[src/rtl/cpu_run_monitor.sv]
// Run controller/monitor for MIPS_CPU: sequences CPU reset, counts RUN cycles, stops on halt PC or timeout.
// Define CPU_TRACE_EN to build the PC/ALU trace buffer and its read port; otherwise those outputs read 0.
module cpu_run_monitor #(
    parameter int DATA_W     = 32,
    parameter int RST_CYCLES = 4,
    parameter int MAX_CYCLES = 1024,
    parameter int CYC_W      = 16,
    parameter int TRACE_AW   = 6
) (
    input  logic                ClkIn,
    input  logic                Rst,
    input  logic                Start,
    input  logic [DATA_W-1:0]   HaltPC,
    input  logic [DATA_W-1:0]   PCResult,
    input  logic [DATA_W-1:0]   ALUResult,
    output logic                CpuRst,
    output logic                Running,
    output logic                Done,
    output logic                Timeout,
    output logic                Overflow,
    output logic [CYC_W-1:0]    CycleCount,
    output logic [TRACE_AW:0]   TraceCount,
    input  logic [TRACE_AW-1:0] RdAddr,
    output logic [DATA_W-1:0]   RdPC,
    output logic [DATA_W-1:0]   RdALU
);

    typedef enum logic [1:0] {
        IDLE   = 2'd0,
        RSTSEQ = 2'd1,
        RUN    = 2'd2,
        DONE   = 2'd3
    } state_t;

    localparam int                RC_W      = (RST_CYCLES > 1) ? $clog2(RST_CYCLES) : 1;
    localparam logic [RC_W-1:0]   RC_LAST   = RC_W'(RST_CYCLES - 1);
    localparam logic [CYC_W-1:0]  CYC_LIMIT = CYC_W'(MAX_CYCLES);
    localparam logic [CYC_W-1:0]  CYC_ONE   = CYC_W'(1);

    state_t           state;
    logic [RC_W-1:0]  rst_cnt;
    logic [CYC_W-1:0] cycle_next;
    logic             start_accept;
    logic             halt_hit;

    assign start_accept = Start && (state == IDLE || state == DONE);
    assign halt_hit     = (PCResult == HaltPC);
    assign cycle_next   = CycleCount + CYC_ONE;

    // NOTE: sequential state uses non-blocking assignments so every register samples pre-edge values.
    always_ff @(posedge ClkIn or posedge Rst) begin
        if (Rst) begin
            state      <= IDLE;
            rst_cnt    <= '0;
            CpuRst     <= 1'b1;
            Running    <= 1'b0;
            Done       <= 1'b0;
            Timeout    <= 1'b0;
            CycleCount <= '0;
        end else begin
            case (state)
                IDLE, DONE: begin
                    if (start_accept) begin
                        state      <= RSTSEQ;
                        rst_cnt    <= RC_LAST;
                        CpuRst     <= 1'b1;
                        Running    <= 1'b0;
                        Done       <= 1'b0;
                        Timeout    <= 1'b0;
                        CycleCount <= '0;
                    end
                end
                RSTSEQ: begin
                    if (rst_cnt == '0) begin
                        state   <= RUN;
                        CpuRst  <= 1'b0;
                        Running <= 1'b1;
                    end else begin
                        rst_cnt <= rst_cnt - RC_W'(1);
                    end
                end
                RUN: begin
                    CycleCount <= cycle_next;
                    // Halt takes priority over a timeout landing on the same sample.
                    if (halt_hit || cycle_next == CYC_LIMIT) begin
                        state   <= DONE;
                        Running <= 1'b0;
                        Done    <= 1'b1;
                        Timeout <= !halt_hit;
                    end
                end
                default: state <= IDLE;
            endcase
        end
    end

`ifdef CPU_TRACE_EN
    localparam int DEPTH = 1 << TRACE_AW;

    logic [2*DATA_W-1:0] trace_mem [DEPTH];
    logic [2*DATA_W-1:0] rd_data;
    logic                trace_we;

    // TraceCount never exceeds DEPTH, so its top bit alone means "buffer full".
    assign trace_we = (state == RUN) && !TraceCount[TRACE_AW];

    always_ff @(posedge ClkIn or posedge Rst) begin
        if (Rst) begin
            TraceCount <= '0;
            Overflow   <= 1'b0;
        end else if (start_accept) begin
            TraceCount <= '0;
            Overflow   <= 1'b0;
        end else if (state == RUN) begin
            if (trace_we) TraceCount <= TraceCount + (TRACE_AW+1)'(1);
            else          Overflow   <= 1'b1;
        end
    end

    // NOTE: the trace RAM has no reset so it maps onto plain memory; stale entries are bounded by TraceCount.
    always_ff @(posedge ClkIn) begin
        if (trace_we) trace_mem[TraceCount[TRACE_AW-1:0]] <= {PCResult, ALUResult};
    end

    always_ff @(posedge ClkIn or posedge Rst) begin
        if (Rst) rd_data <= '0;
        else     rd_data <= trace_mem[RdAddr];
    end

    assign RdPC  = rd_data[2*DATA_W-1:DATA_W];
    assign RdALU = rd_data[DATA_W-1:0];
`else
    logic unused_trace_inputs;
    assign unused_trace_inputs = ^{RdAddr, ALUResult};

    assign TraceCount = '0;
    assign Overflow   = 1'b0;
    assign RdPC       = '0;
    assign RdALU      = '0;
`endif

endmodule
[config.mk]
export PLATFORM = sky130hd
export DESIGN_NAME = cpu_run_monitor
export DESIGN_NICKNAME = d
export VERILOG_FILES = /design/src/rtl/cpu_run_monitor.sv
export SDC_FILE = /design/constraint.sdc
export NUM_CORES = 1
export LEC_CHECK = 0
export CORE_ASPECT_RATIO = 1.25
export CORE_MARGIN = 1.5
export CORE_UTILIZATION = 34
export CTS_BUF_LIST = sky130_fd_sc_hd__clkbuf_16
export CTS_CLUSTER_SIZE = 24
export DETAILED_ROUTE_END_ITERATION = 8
export PLACE_DENSITY_LB_ADDON = 0.08
export SYNTH_ARGS = -nofsm -noshare
export SYNTH_HDL_FRONTEND = slang
export SYNTH_SLANG_ARGS = --single-unit
[constraint.sdc]
create_clock -name ClkIn -period 3.1 [get_ports ClkIn]
set_clock_uncertainty 0.15 [all_clocks]
set_input_delay 0.31 -clock ClkIn [delete_from_list [all_inputs] [get_ports ClkIn]]
set_output_delay 0.31 -clock ClkIn [all_outputs]
set_load 0.02 [all_outputs]
Word level (Yosys, flattened, before mapping). Index checks and enable logic that the tools add are counted.

Add/sub/neg operators: 2. Equal/unequal tests: 9. Muxes and demuxes: 20. Reduce and logical (&&, ||, !) cells: 14.

Operators by type and width (number): == test 32 bit (1); case mux 16 bit (2 select lines) (1); adder 16 x 1 -> 16 bit, second input constant (1); == test 16 x 11 -> 1 bit, second input constant (1); 2-to-1 mux 16 bit (1); AND reduction 3 bit (4); 2-to-1 mux 2 bit (5); != test 2 bit, second input constant (4); 2-to-1 mux 1 bit (7); case mux 1 bit (2 select lines) (3); case mux 2 bit (3 select lines) (1); == test 2 bit, second input constant (2); logical NOT 2 bit (2); case mux 2 bit (2 select lines) (1); nonzero test 2 bit (2); case mux 1 bit (3 select lines) (1); == test 2 x 1 -> 1 bit, second input constant (1); logical OR 1 bit (2); AND reduction 2 bit (1); OR reduction 2 bit (1); subtractor 2 x 1 -> 2 bit, second input constant (1); logical AND 1 bit (1); logical NOT 1 bit (1).

Register bits: 24. Input bits: 105. Output and inout bits: 92.

Longest topological paths before layout. Gate-level depths: netlist (run 1).

Depth after elaboration: 5. Depth in mapped cells: 8.

Worst setup path before layout (run 1). Ideal clock, no wire load.

Kind: register to register. From: register CycleCount[0]. To: register Running. Library setup time: 0.125 ns. Data arrival time: 2.469 ns. Setup slack: 0.356 ns. Stages on the path, launching flop included: 9. Path buffers: 0. Path through: dfrtp_1 -> ha_1 -> nand3_1 -> nor4_4 -> nand3_1 -> a221oi_2 -> a31oi_1 -> or3_4 -> mux2_4.

Cells in the longest elaborated chain, start to end: 5.

Ends and longest elaborated chain: start, declared (RTL line 21) `output logic [CYC_W-1:0] CycleCount,`; start signal, assigned (RTL line 83) `CycleCount <= cycle_next;`; adder 16 x 1 -> 16 bit (RTL line 48) `assign cycle_next = CycleCount + CYC_ONE;`; == test 16 x 11 -> 1 bit (RTL line 85) `if (halt_hit || cycle_next == CYC_LIMIT) begin`; logical OR 1 bit (RTL line 85); != test 2 bit (no line); AND reduction 3 bit (no line); end signal, assigned (RTL line 67) `Running <= 1'b0;`; end signal, assigned (RTL line 77) `Running <= 1'b1;`; end signal, assigned (RTL line 87) `Running <= 1'b0;`; end, declared (RTL line 17) `output logic Running,`.

No other way between the ends. A chain may end at the register's enable or synchronous reset.

Worst setup path in the final report (run 1). Same ends and word-level chain as after synthesis.

==> report_table.html, run 1 <==
<table>
<tr><th>Metric</th><th>Value</th></tr>
<tr><th colspan="2">Outcome</th></tr>
<tr><td>Status</td><td>complete, no violations</td></tr>
<tr><th colspan="2">Floorplan</th></tr>
<tr><td>Y dimension of the die</td><td>97.6 um</td></tr>
<tr><td>Std-Cell Rows</td><td>34</td></tr>
<tr><td>Die W</td><td>around 79 um</td></tr>
<tr><td>Die area</td><td>between 7000 and 8000 um2</td></tr>
<tr><td>Core outline area</td><td>6930 um2</td></tr>
<tr><td>Starting utilization of the core area</td><td>35.1%</td></tr>
<tr><td>Top Ports</td><td>197</td></tr>
<tr><th colspan="2">Timing</th></tr>
<tr><td>Share of the clock period used by the worst path</td><td>between 80% and 90%</td></tr>
<tr><td>Achievable Freq</td><td>0.361 GHz</td></tr>
<tr><td>Max-slew violation count</td><td>0</td></tr>
<tr><td>Worst Tran Pin Value</td><td>677 ps</td></tr>
<tr><td>Setup repair after global routing missed its margin</td><td>false</td></tr>
<tr><td>Setup total negative slack</td><td>0 ps</td></tr>
<tr><td>Final setup slack of the worst path</td><td>327 ps</td></tr>
<tr><td>Final setup violation count</td><td>0</td></tr>
<tr><td>Shortest period the worst path allows</td><td>2770 ps</td></tr>
<tr><td>Worst rel slew slack</td><td>54.7%</td></tr>
<tr><td>Number of endpoints with negative hold slack in the final report</td><td>0</td></tr>
<tr><th colspan="2">Critical path</th></tr>
<tr><td>Data required time of the critical path</td><td>3090 ps</td></tr>
<tr><td>Slowest cell on the critical path</td><td>dfrtp_1</td></tr>
<tr><td>Most used cell along the critical path</td><td>nand3_1</td></tr>
<tr><td>Arrival time of the worst setup path</td><td>2760 ps</td></tr>
<tr><td>Largest stage delay on the critical path</td><td>420 ps</td></tr>
<tr><td>Worst Setup End Kind</td><td>register</td></tr>
<tr><td>Class of the most critical setup path</td><td>register to register</td></tr>
<tr><td>Launching element type of the critical path</td><td>register</td></tr>
<tr><td>Cell-by-cell trace of the critical path</td><td>ha_1 -&gt; nand3_1 -&gt; nor4_4 -&gt; nand3_1 -&gt; a221oi_2 -&gt; a31oi_1 -&gt; or3_4 -&gt; mux2_4</td></tr>
<tr><td>Maximum net fanout on the critical path</td><td>6</td></tr>
<tr><th colspan="2">Global routing</th></tr>
<tr><td>First-pass GRT wire length</td><td>8.63 mm</td></tr>
<tr><td>Antenna violations before repair</td><td>0</td></tr>
<tr><td>Vias in the first global route</td><td>about 1,900</td></tr>
<tr><td>Gr usage total</td><td>13.8%</td></tr>
<tr><td>Largest net degree at the start of global routing</td><td>25</td></tr>
<tr><td>Gr ovfl total</td><td>0</td></tr>
<tr><th colspan="2">Clocking</th></tr>
<tr><td>Post-cts sizing count</td><td>0</td></tr>
<tr><td>Number of buffers inserted to repair setup after CTS</td><td>0</td></tr>
<tr><td>Clock tree root driver cell</td><td>clkbuf_16</td></tr>
<tr><td>Clock slew at reported path FFs</td><td>around 60 ps</td></tr>
<tr><td>Source-to-sink clock delay at the later pin of the worst-skew pair</td><td>250 ps</td></tr>
<tr><td>Deepest clock path buffer count</td><td>2</td></tr>
<tr><td>Post-cts hold buffer count</td><td>0</td></tr>
<tr><td>Number of H-tree levels</td><td>1</td></tr>
<tr><td>Number of buffers inserted during clock tree synthesis</td><td>3</td></tr>
<tr><td>CTS tree</td><td>yes</td></tr>
<tr><td>Clock net sink count</td><td>24</td></tr>
<tr><th colspan="2">Logic synthesis</th></tr>
<tr><td>Ys flop type</td><td>dfrtp_1</td></tr>
<tr><td>Post-synth top area share</td><td>between 20% and 30%</td></tr>
<tr><td>Synthesized area per cell</td><td>between 8 and 9 um2</td></tr>
<tr><td>Seq cells post-synth</td><td>24</td></tr>
<tr><td>Synth area leaders</td><td>dfrtp_1 (24%), buf_4 (22%), xor2_1 (12%)</td></tr>
<tr><td>Post-synth EDFFs</td><td>0</td></tr>
<tr><td>Fraction of the yosys area taken by sequential cells</td><td>24.7%</td></tr>
<tr><td>Netlist area before placement</td><td>2440 um2</td></tr>
<tr><td>Warning count from the yosys run</td><td>0</td></tr>
<tr><td>Cell type with the largest total area after synthesis</td><td>dfrtp_1</td></tr>
<tr><td>Synthesized instance count</td><td>slightly below 300</td></tr>
<tr><td>Post-synth cell types</td><td>45</td></tr>
<tr><td>Post-synth ARST share</td><td>100%</td></tr>
<tr><th colspan="2">Drt</th></tr>
<tr><td>Number of violations reported at the end of detailed-routing iteration 0</td><td>89</td></tr>
<tr><td>Drt total wl</td><td>5.38 mm</td></tr>
<tr><td>Remaining antenna violation count after routing</td><td>0</td></tr>
<tr><td>DR WL/cell</td><td>between 10 and 15 um</td></tr>
<tr><td>DR pass1 iterations</td><td>4</td></tr>
<tr><td>Via-per-instance ratio</td><td>4.49</td></tr>
<tr><td>Vias after detailed routing</td><td>2,111</td></tr>
<tr><td>Post-route DRC violation count</td><td>0</td></tr>
<tr><th colspan="2">Place</th></tr>
<tr><td>Worst slack at placement</td><td>roughly 250 ps</td></tr>
<tr><td>Placer's final routability congestion estimate</td><td>0.848</td></tr>
<tr><td>Detail Placement HPWL</td><td>4.41 mm</td></tr>
<tr><td>Port Buffer Count</td><td>86</td></tr>
<tr><th colspan="2">Pwr</th></tr>
<tr><td>Leak Pwr</td><td>0.00151 uW</td></tr>
<tr><td>Total power</td><td>between 1500 and 2000 uW</td></tr>
<tr><td>Switching power</td><td>593 uW</td></tr>
<tr><td>Clk pwr share</td><td>about a quarter</td></tr>
<tr><td>Largest vdd supply drop</td><td>0.236 mV</td></tr>
<tr><td>Fraction of power spent switching nets</td><td>38.6%</td></tr>
<tr><td>Power Density</td><td>469 nW/um2</td></tr>
<tr><td>Internal Power</td><td>about 940 uW</td></tr>
<tr><td>Relative contribution of combinational cells to total power</td><td>49.5%</td></tr>
<tr><td>Fraction of power consumed by sequential logic</td><td>a little over a quarter</td></tr>
<tr><th colspan="2">Final layout</th></tr>
<tr><td>Final net count</td><td>between 400 and 500</td></tr>
<tr><td>Post-synthesis to final-layout area growth</td><td>34.3%</td></tr>
<tr><td>Post-route core utilization</td><td>a little under half</td></tr>
<tr><td>Antenna Cells</td><td>0</td></tr>
<tr><td>Share of final-layout standard cells stronger than drive strength 1</td><td>6.05%</td></tr>
<tr><th colspan="2">Worst hold path</th></tr>
<tr><td>Classification of the worst-slack hold path</td><td>primary input to async pin</td></tr>
<tr><th colspan="2">Run</th></tr>
<tr><td>Max-capacitance violation count</td><td>0</td></tr>
</table>
==> through the flow <==
step | cell area, um2 | instances | hold WS [ps]
5_1_grt | 3270 | 470 | 304
3_5_place_dp | 3170 | 466 | 362
4_1_cts | 3270 | 470 | 276
2_1_floorplan | 2700 | 363 | 174
6_report | 3270 | 470 | 255
3_3_place_gp | 3170 | 466 | 358
==> cells by family after synthesis <==
family / after synthesis / share of synthesized area [%]
flops: 24 / 24.7
fa+ha+maj: 6 / 3.08
xor+xnor: 37 / 13.3
simple gates: 70 / 16.9
mux: 4 / 1.85
buf+inv: 93 / 25.6
other cells: 1 / 0.154
compound gates: 57 / 14.4
==> cell usage after synthesis (all sizes together), types with 3 or more instances <==
cell type   n
o21ai      29
dfrtp      23
inv        10
nor4       12
ha          6
a21oi       8
o31ai       3
or3         3
a31oi       3
xnor2       3
buf        75
nand3      11
nand2b      3
a22o        3
nor2       10
clkbuf      8
nand2      13
mux2i       3
xor2       34
and3        3
nand4       9
==> power groups by stage <==
stage | combinational [uW] | sequential (uW) | clock (uW)
floorplan | 543 | 433 | 0
global placement | 756 | 408 | 0
detailed placement | 765 | 411 | 0
CTS | 768 | 405 | 380
global route | 841 | 411 | 393
finish | 760 | 406 | 369
==> cells in the final DEF (no fill, tap or decap), drive strengths merged, types with 6 or more instances in the layout <==
cell / count
nand4: 9
clkdlybuf4s50: 86
inv: 10
nand3: 11
xor2: 34
dfrtp: 23
conb: 72
nor2: 10
o21ai: 29
a21oi: 8
nor4: 12
buf: 10
nand2: 13
ha: 6
==> area by class of cell <==
class / instances / area, um2
clock buffer: 3 / 75.1
clock inverter: 1 / 30.0
fill: 684 / 3660
inverter: 10 / 37.5
multi-input combinational: 246 / 1480
sequential: 24 / 602
tap: 90 / 113
timing repair buffer: 96 / 936
==> critical path, delay by kind of cell (launching register included) <==
kind,cells,cell delay [ps]
AO/OA/AOI/OAI,2,470
adder cells (fa/ha/maj),1,280
multiplexers,1,300
flip-flops,1,420
AND/OR/NAND/NOR,4,1030
==> worst paths after layout <==
check | startpoint | to | slack, ps | depth (start not counted)
setup / recovery | CycleCount[0]$_DFFE_PP0P_ | Running$_DFFE_PP0P_ | 330 | 8
hold / removal | Rst | CycleCount[13]$_DFFE_PP0P_ | 260 | 3
setup reg to reg | CycleCount[0]$_DFFE_PP0P_ | Running$_DFFE_PP0P_ | 330 | 8
hold reg to reg | CpuRst$_DFFE_PP1P_ | CpuRst$_DFFE_PP1P_ | 370 | 2
max in group asynchronous | Rst | CpuRst$_DFFE_PP1P_ | 2250 | 3
min in group ClkIn | CpuRst$_DFFE_PP1P_ | CpuRst$_DFFE_PP1P_ | 370 | 2
==> per-layer routing <==
| metal | share of wire (%) | track usage [%] | vias up |
|---|---|---|---|
| met5 | 0 | 0 | - |
| met4 | 1.7 | 3.98 | 0 |
| met3 | 7.0 | 2.25 | 6 |
| met2 | 54 | 25.3 | 95 |
| met1 | 37 | 16.1 | 963 |
| li1 | - | - | 1047 |
==> registers in the layout, indices dropped and copies added, names as in the netlist <==
name	cells
CycleCount	16
rst_cnt	2
Timeout	1
state	2
CpuRst	1
Done	1
Running	1
Note: power is estimated with default switching activity, not from simulation.
==> inputs of run 2 (changes only) <==
- CORE_ASPECT_RATIO: 1.25 -> 0.5
==> report_table.html, run 2 (same netlist as run 1, synthesis figures left out) <==
<table>
<tr><th>Metric</th><th>Value</th></tr>
<tr><th colspan="2">Final layout</th></tr>
<tr><td>Flip-flop count of the largest register after layout</td><td>16 (unchanged)</td></tr>
<tr><td>Share of final-layout standard cells stronger than drive strength 1</td><td>5.31% (was 6.05%)</td></tr>
<tr><td>Filler Cell Count</td><td>695 (was 684)</td></tr>
<tr><td>Final net count</td><td>489 (was 492)</td></tr>
<tr><td>Flip-flop and latch area</td><td>603 um2 (was 602 um2)</td></tr>
<tr><td>Multi-input logic area</td><td>1480 um2 (unchanged)</td></tr>
<tr><td>Largest register by flop count</td><td>CycleCount (unchanged)</td></tr>
<tr><td>Largest registers</td><td>CycleCount (16), rst_cnt (2), state (2) (unchanged)</td></tr>
<tr><td>Antenna Cells</td><td>0 (unchanged)</td></tr>
<tr><td>Post-route core utilization</td><td>47.4% (was 47.2%)</td></tr>
<tr><td>Post-synthesis to final-layout area growth</td><td>32.4% (was 34.3%)</td></tr>
<tr><td>Most frequent cells in the layout</td><td>clkdlybuf4s50_1 (86), conb_1 (72), xor2_1 (34), o21ai_0 (29), dfrtp_1 (22) (was clkdlybuf4s50_1 (86), conb_1 (72), xor2_1 (34), o21ai_0 (29), dfrtp_1 (23))</td></tr>
<tr><td>Most common cell after layout, fill and taps aside</td><td>clkdlybuf4s50_1 (unchanged)</td></tr>
<tr><th colspan="2">Drt</th></tr>
<tr><td>Drt total wl</td><td>5.61 mm (was 5.38 mm)</td></tr>
<tr><td>Remaining antenna violation count after routing</td><td>0 (unchanged)</td></tr>
<tr><td>DR WL/cell</td><td>12.0 um (was 11.4 um)</td></tr>
<tr><td>Post-route DRC violation count</td><td>0 (unchanged)</td></tr>
<tr><td>DR pass1 iterations</td><td>4 (unchanged)</td></tr>
<tr><td>Number of violations reported at the end of detailed-routing iteration 0</td><td>127 (was 89)</td></tr>
<tr><td>Via-per-instance ratio</td><td>4.46 (was 4.49)</td></tr>
<tr><td>Vias after detailed routing</td><td>2,090 (was 2,111)</td></tr>
<tr><th colspan="2">Timing</th></tr>
<tr><td>Worst Tran Pin Value</td><td>977 ps (was 677 ps)</td></tr>
<tr><td>Final-layout worst hold slack</td><td>366 ps (was 255 ps)</td></tr>
<tr><td>Number of endpoints with negative hold slack in the final report</td><td>0 (unchanged)</td></tr>
<tr><td>Achievable Freq</td><td>0.356 GHz (was 0.361 GHz)</td></tr>
<tr><td>Setup repair after global routing missed its margin</td><td>false (unchanged)</td></tr>
<tr><td>Final setup violation count</td><td>0 (unchanged)</td></tr>
<tr><td>Setup total negative slack</td><td>0 ps (unchanged)</td></tr>
<tr><td>Shortest period the worst path allows</td><td>2810 ps (was 2770 ps)</td></tr>
<tr><td>Worst rel slew slack</td><td>34.8% (was 54.7%)</td></tr>
<tr><td>Max-slew violation count</td><td>0 (unchanged)</td></tr>
<tr><td>Share of the clock period used by the worst path</td><td>90.7% (was 89.4%)</td></tr>
<tr><td>Final setup slack of the worst path</td><td>287 ps (was 327 ps)</td></tr>
<tr><th colspan="2">Clocking</th></tr>
<tr><td>Deepest clock path buffer count</td><td>2 (unchanged)</td></tr>
<tr><td>Post-cts hold buffer count</td><td>0 (unchanged)</td></tr>
<tr><td>Clock slew at reported path FFs</td><td>60 ps (about the same)</td></tr>
<tr><td>CTS tree</td><td>yes (unchanged)</td></tr>
<tr><td>Source-to-sink clock delay at the later pin of the worst-skew pair</td><td>260 ps (was 250 ps)</td></tr>
<tr><td>Number of buffers inserted during clock tree synthesis</td><td>3 (unchanged)</td></tr>
<tr><td>Clock tree root driver cell</td><td>clkbuf_16 (unchanged)</td></tr>
<tr><td>Number of H-tree levels</td><td>1 (unchanged)</td></tr>
<tr><td>Clock net sink count</td><td>24 (unchanged)</td></tr>
<tr><th colspan="2">Pwr</th></tr>
<tr><td>Relative contribution of combinational cells to total power</td><td>52.0% (was 49.5%)</td></tr>
<tr><td>Largest vdd supply drop</td><td>0.215 mV (was 0.236 mV)</td></tr>
<tr><td>Leak Pwr</td><td>0.00149 uW (was 0.00151 uW)</td></tr>
<tr><td>Clk pwr share</td><td>19.9% (was 24.0%)</td></tr>
<tr><td>Switching power</td><td>599 uW (was 593 uW)</td></tr>
<tr><td>Power Density</td><td>451 nW/um2 (was 469 nW/um2)</td></tr>
<tr><td>Fraction of power spent switching nets</td><td>41.2% (was 38.6%)</td></tr>
<tr><td>Internal Power</td><td>855 uW (was 942 uW)</td></tr>
<tr><td>Fraction of power consumed by sequential logic</td><td>28.1% (was 26.4%)</td></tr>
<tr><th colspan="2">Global routing</th></tr>
<tr><td>Vias in the first global route</td><td>1,943 (was 1,933)</td></tr>
<tr><td>Largest net degree at the start of global routing</td><td>25 (unchanged)</td></tr>
<tr><td>Gr usage total</td><td>14.1% (was 13.8%)</td></tr>
<tr><td>M1 GR Usage</td><td>16.5% (was 16.1%)</td></tr>
<tr><td>Met2 layer usage reported by global route</td><td>27.1% (was 25.3%)</td></tr>
<tr><td>Antenna violations before repair</td><td>0 (unchanged)</td></tr>
<tr><td>First-pass GRT wire length</td><td>8.89 mm (was 8.63 mm)</td></tr>
<tr><td>Gr ovfl total</td><td>0 (unchanged)</td></tr>
<tr><td>Met3 GRT Util</td><td>2.46% (was 2.25%)</td></tr>
<tr><td>Busiest layer in global routing</td><td>met2 (unchanged)</td></tr>
<tr><th colspan="2">Critical path</th></tr>
<tr><td>Arrival time of the worst setup path</td><td>2810 ps (was 2760 ps)</td></tr>
<tr><td>Maximum net fanout on the critical path</td><td>7 (was 6)</td></tr>
<tr><td>Cell-by-cell trace of the critical path</td><td>ha_1 -&gt; nand3_1 -&gt; nor4_4 -&gt; nand3_1 -&gt; a221oi_2 -&gt; a31oi_1 -&gt; or3_4 -&gt; mux2_4 (unchanged)</td></tr>
<tr><td>Launching element type of the critical path</td><td>register (unchanged)</td></tr>
<tr><td>Reg2reg path depth</td><td>8 (unchanged)</td></tr>
<tr><td>Largest stage delay on the critical path</td><td>470 ps (was 420 ps)</td></tr>
<tr><td>Data required time of the critical path</td><td>3100 ps (was 3090 ps)</td></tr>
<tr><td>Worst Setup End Kind</td><td>register (unchanged)</td></tr>
<tr><td>Buffers &amp; Inverters on Critical Path</td><td>0 (unchanged)</td></tr>
<tr><td>Most used cell along the critical path</td><td>nand3_1 (unchanged)</td></tr>
<tr><td>Depth of the critical timing path with buffers and inverters included</td><td>8 (unchanged)</td></tr>
<tr><td>Class of the most critical setup path</td><td>register to register (unchanged)</td></tr>
<tr><td>Slowest cell on the critical path</td><td>dfrtp_1 (unchanged)</td></tr>
<tr><td>Cell family with the largest share of critical-path delay</td><td>simple AND/OR/NAND/NOR gates (unchanged)</td></tr>
<tr><th colspan="2">Outcome</th></tr>
<tr><td>Status</td><td>complete, no violations (unchanged)</td></tr>
<tr><th colspan="2">Floorplan</th></tr>
<tr><td>Starting utilization of the core area</td><td>35.8% (was 35.1%)</td></tr>
<tr><td>Y dimension of the die</td><td>62.9 um (was 97.6 um)</td></tr>
<tr><td>Top Ports</td><td>197 (unchanged)</td></tr>
<tr><td>Die W</td><td>123 um (was 78.7 um)</td></tr>
<tr><td>Std-Cell Rows</td><td>21 (was 34)</td></tr>
<tr><td>Core outline area</td><td>6810 um2 (was 6930 um2)</td></tr>
<tr><td>Die area</td><td>7710 um2 (was 7680 um2)</td></tr>
<tr><th colspan="2">Worst hold path</th></tr>
<tr><td>Hold Path Cell Cnt</td><td>1</td></tr>
<tr><td>Classification of the worst-slack hold path</td><td>register to register (was primary input to async pin)</td></tr>
<tr><th colspan="2">Place</th></tr>
<tr><td>Port Buffer Count</td><td>86 (unchanged)</td></tr>
<tr><td>Placer's final routability congestion estimate</td><td>0.803 (was 0.848)</td></tr>
<tr><td>Detail Placement HPWL</td><td>4.55 mm (was 4.41 mm)</td></tr>
<tr><td>Worst slack at placement</td><td>216 ps (was 251 ps)</td></tr>
<tr><th colspan="2">Run</th></tr>
<tr><td>Max-capacitance violation count</td><td>0 (unchanged)</td></tr>
</table>
## run 2: routing by layer
layer | share of wire (%) | vias up
met5 | 0 | -
met3 | 6.3 | 5
met2 | 52 | 83
met1 | 41 | 960
met4 | 0.61 | 0
li1 | - | 1042
## run 2: metrics by stage
step | instances | total power [uW] | cell area, um2
2_1_floorplan | 363 | 977 | 2700
3_3_place_gp | 465 | 1150 | 3150
3_5_place_dp | 465 | 1180 | 3150
4_1_cts | 469 | 1480 | 3220
5_1_grt | 469 | 1580 | 3230
6_report | 469 | 1450 | 3230
## run 2: worst reg2reg max path: cells and delay by family (launching register included)
kind / cells / cell delay, ps
muxes: 1 / 300
AOI/OAI and AO/OA: 2 / 480
adders and majority gates: 1 / 290
DFF: 1 / 470
and+or+nand+nor: 4 / 1030
## run 2: cell type report
class	instances	area share [%]
repair buffers	93	28.3
clock buffers	3	2.33
inverters	10	1.16
clock inverters	1	0.116
flip-flops and latches	24	18.7
multi-input cells	246	45.8
well taps	92	3.57
## run 2: path summary, 6_finish.rpt
kind	startpoint	to	slack (ps)
setup / recovery	CycleCount[0]$_DFFE_PP0P_	Running$_DFFE_PP0P_	290
hold / removal	Running$_DFFE_PP0P_	Running$_DFFE_PP0P_	370
setup reg to reg	CycleCount[0]$_DFFE_PP0P_	Running$_DFFE_PP0P_	290
hold reg to reg	Running$_DFFE_PP0P_	Running$_DFFE_PP0P_	370
max in group asynchronous	Rst	CycleCount[1]$_DFFE_PP0P_	1720
min in group asynchronous	Rst	CycleCount[13]$_DFFE_PP0P_	430
## run 2: repair_timing
item | CTS | global route
endpoints found under the setup margin | 0 | 1
hold endpoints to repair | 0 | 0
gates resized for setup | 0 | 1
setup buffers | 0 | 0
## run 2: power groups by stage
stage	logic [uW]	registers (uW)	clock network, uW
after floorplan	543	433	0
after global placement	743	410	0
after detailed placement	764	413	0
after CTS	765	409	303
after global routing	848	417	316
final	756	409	289
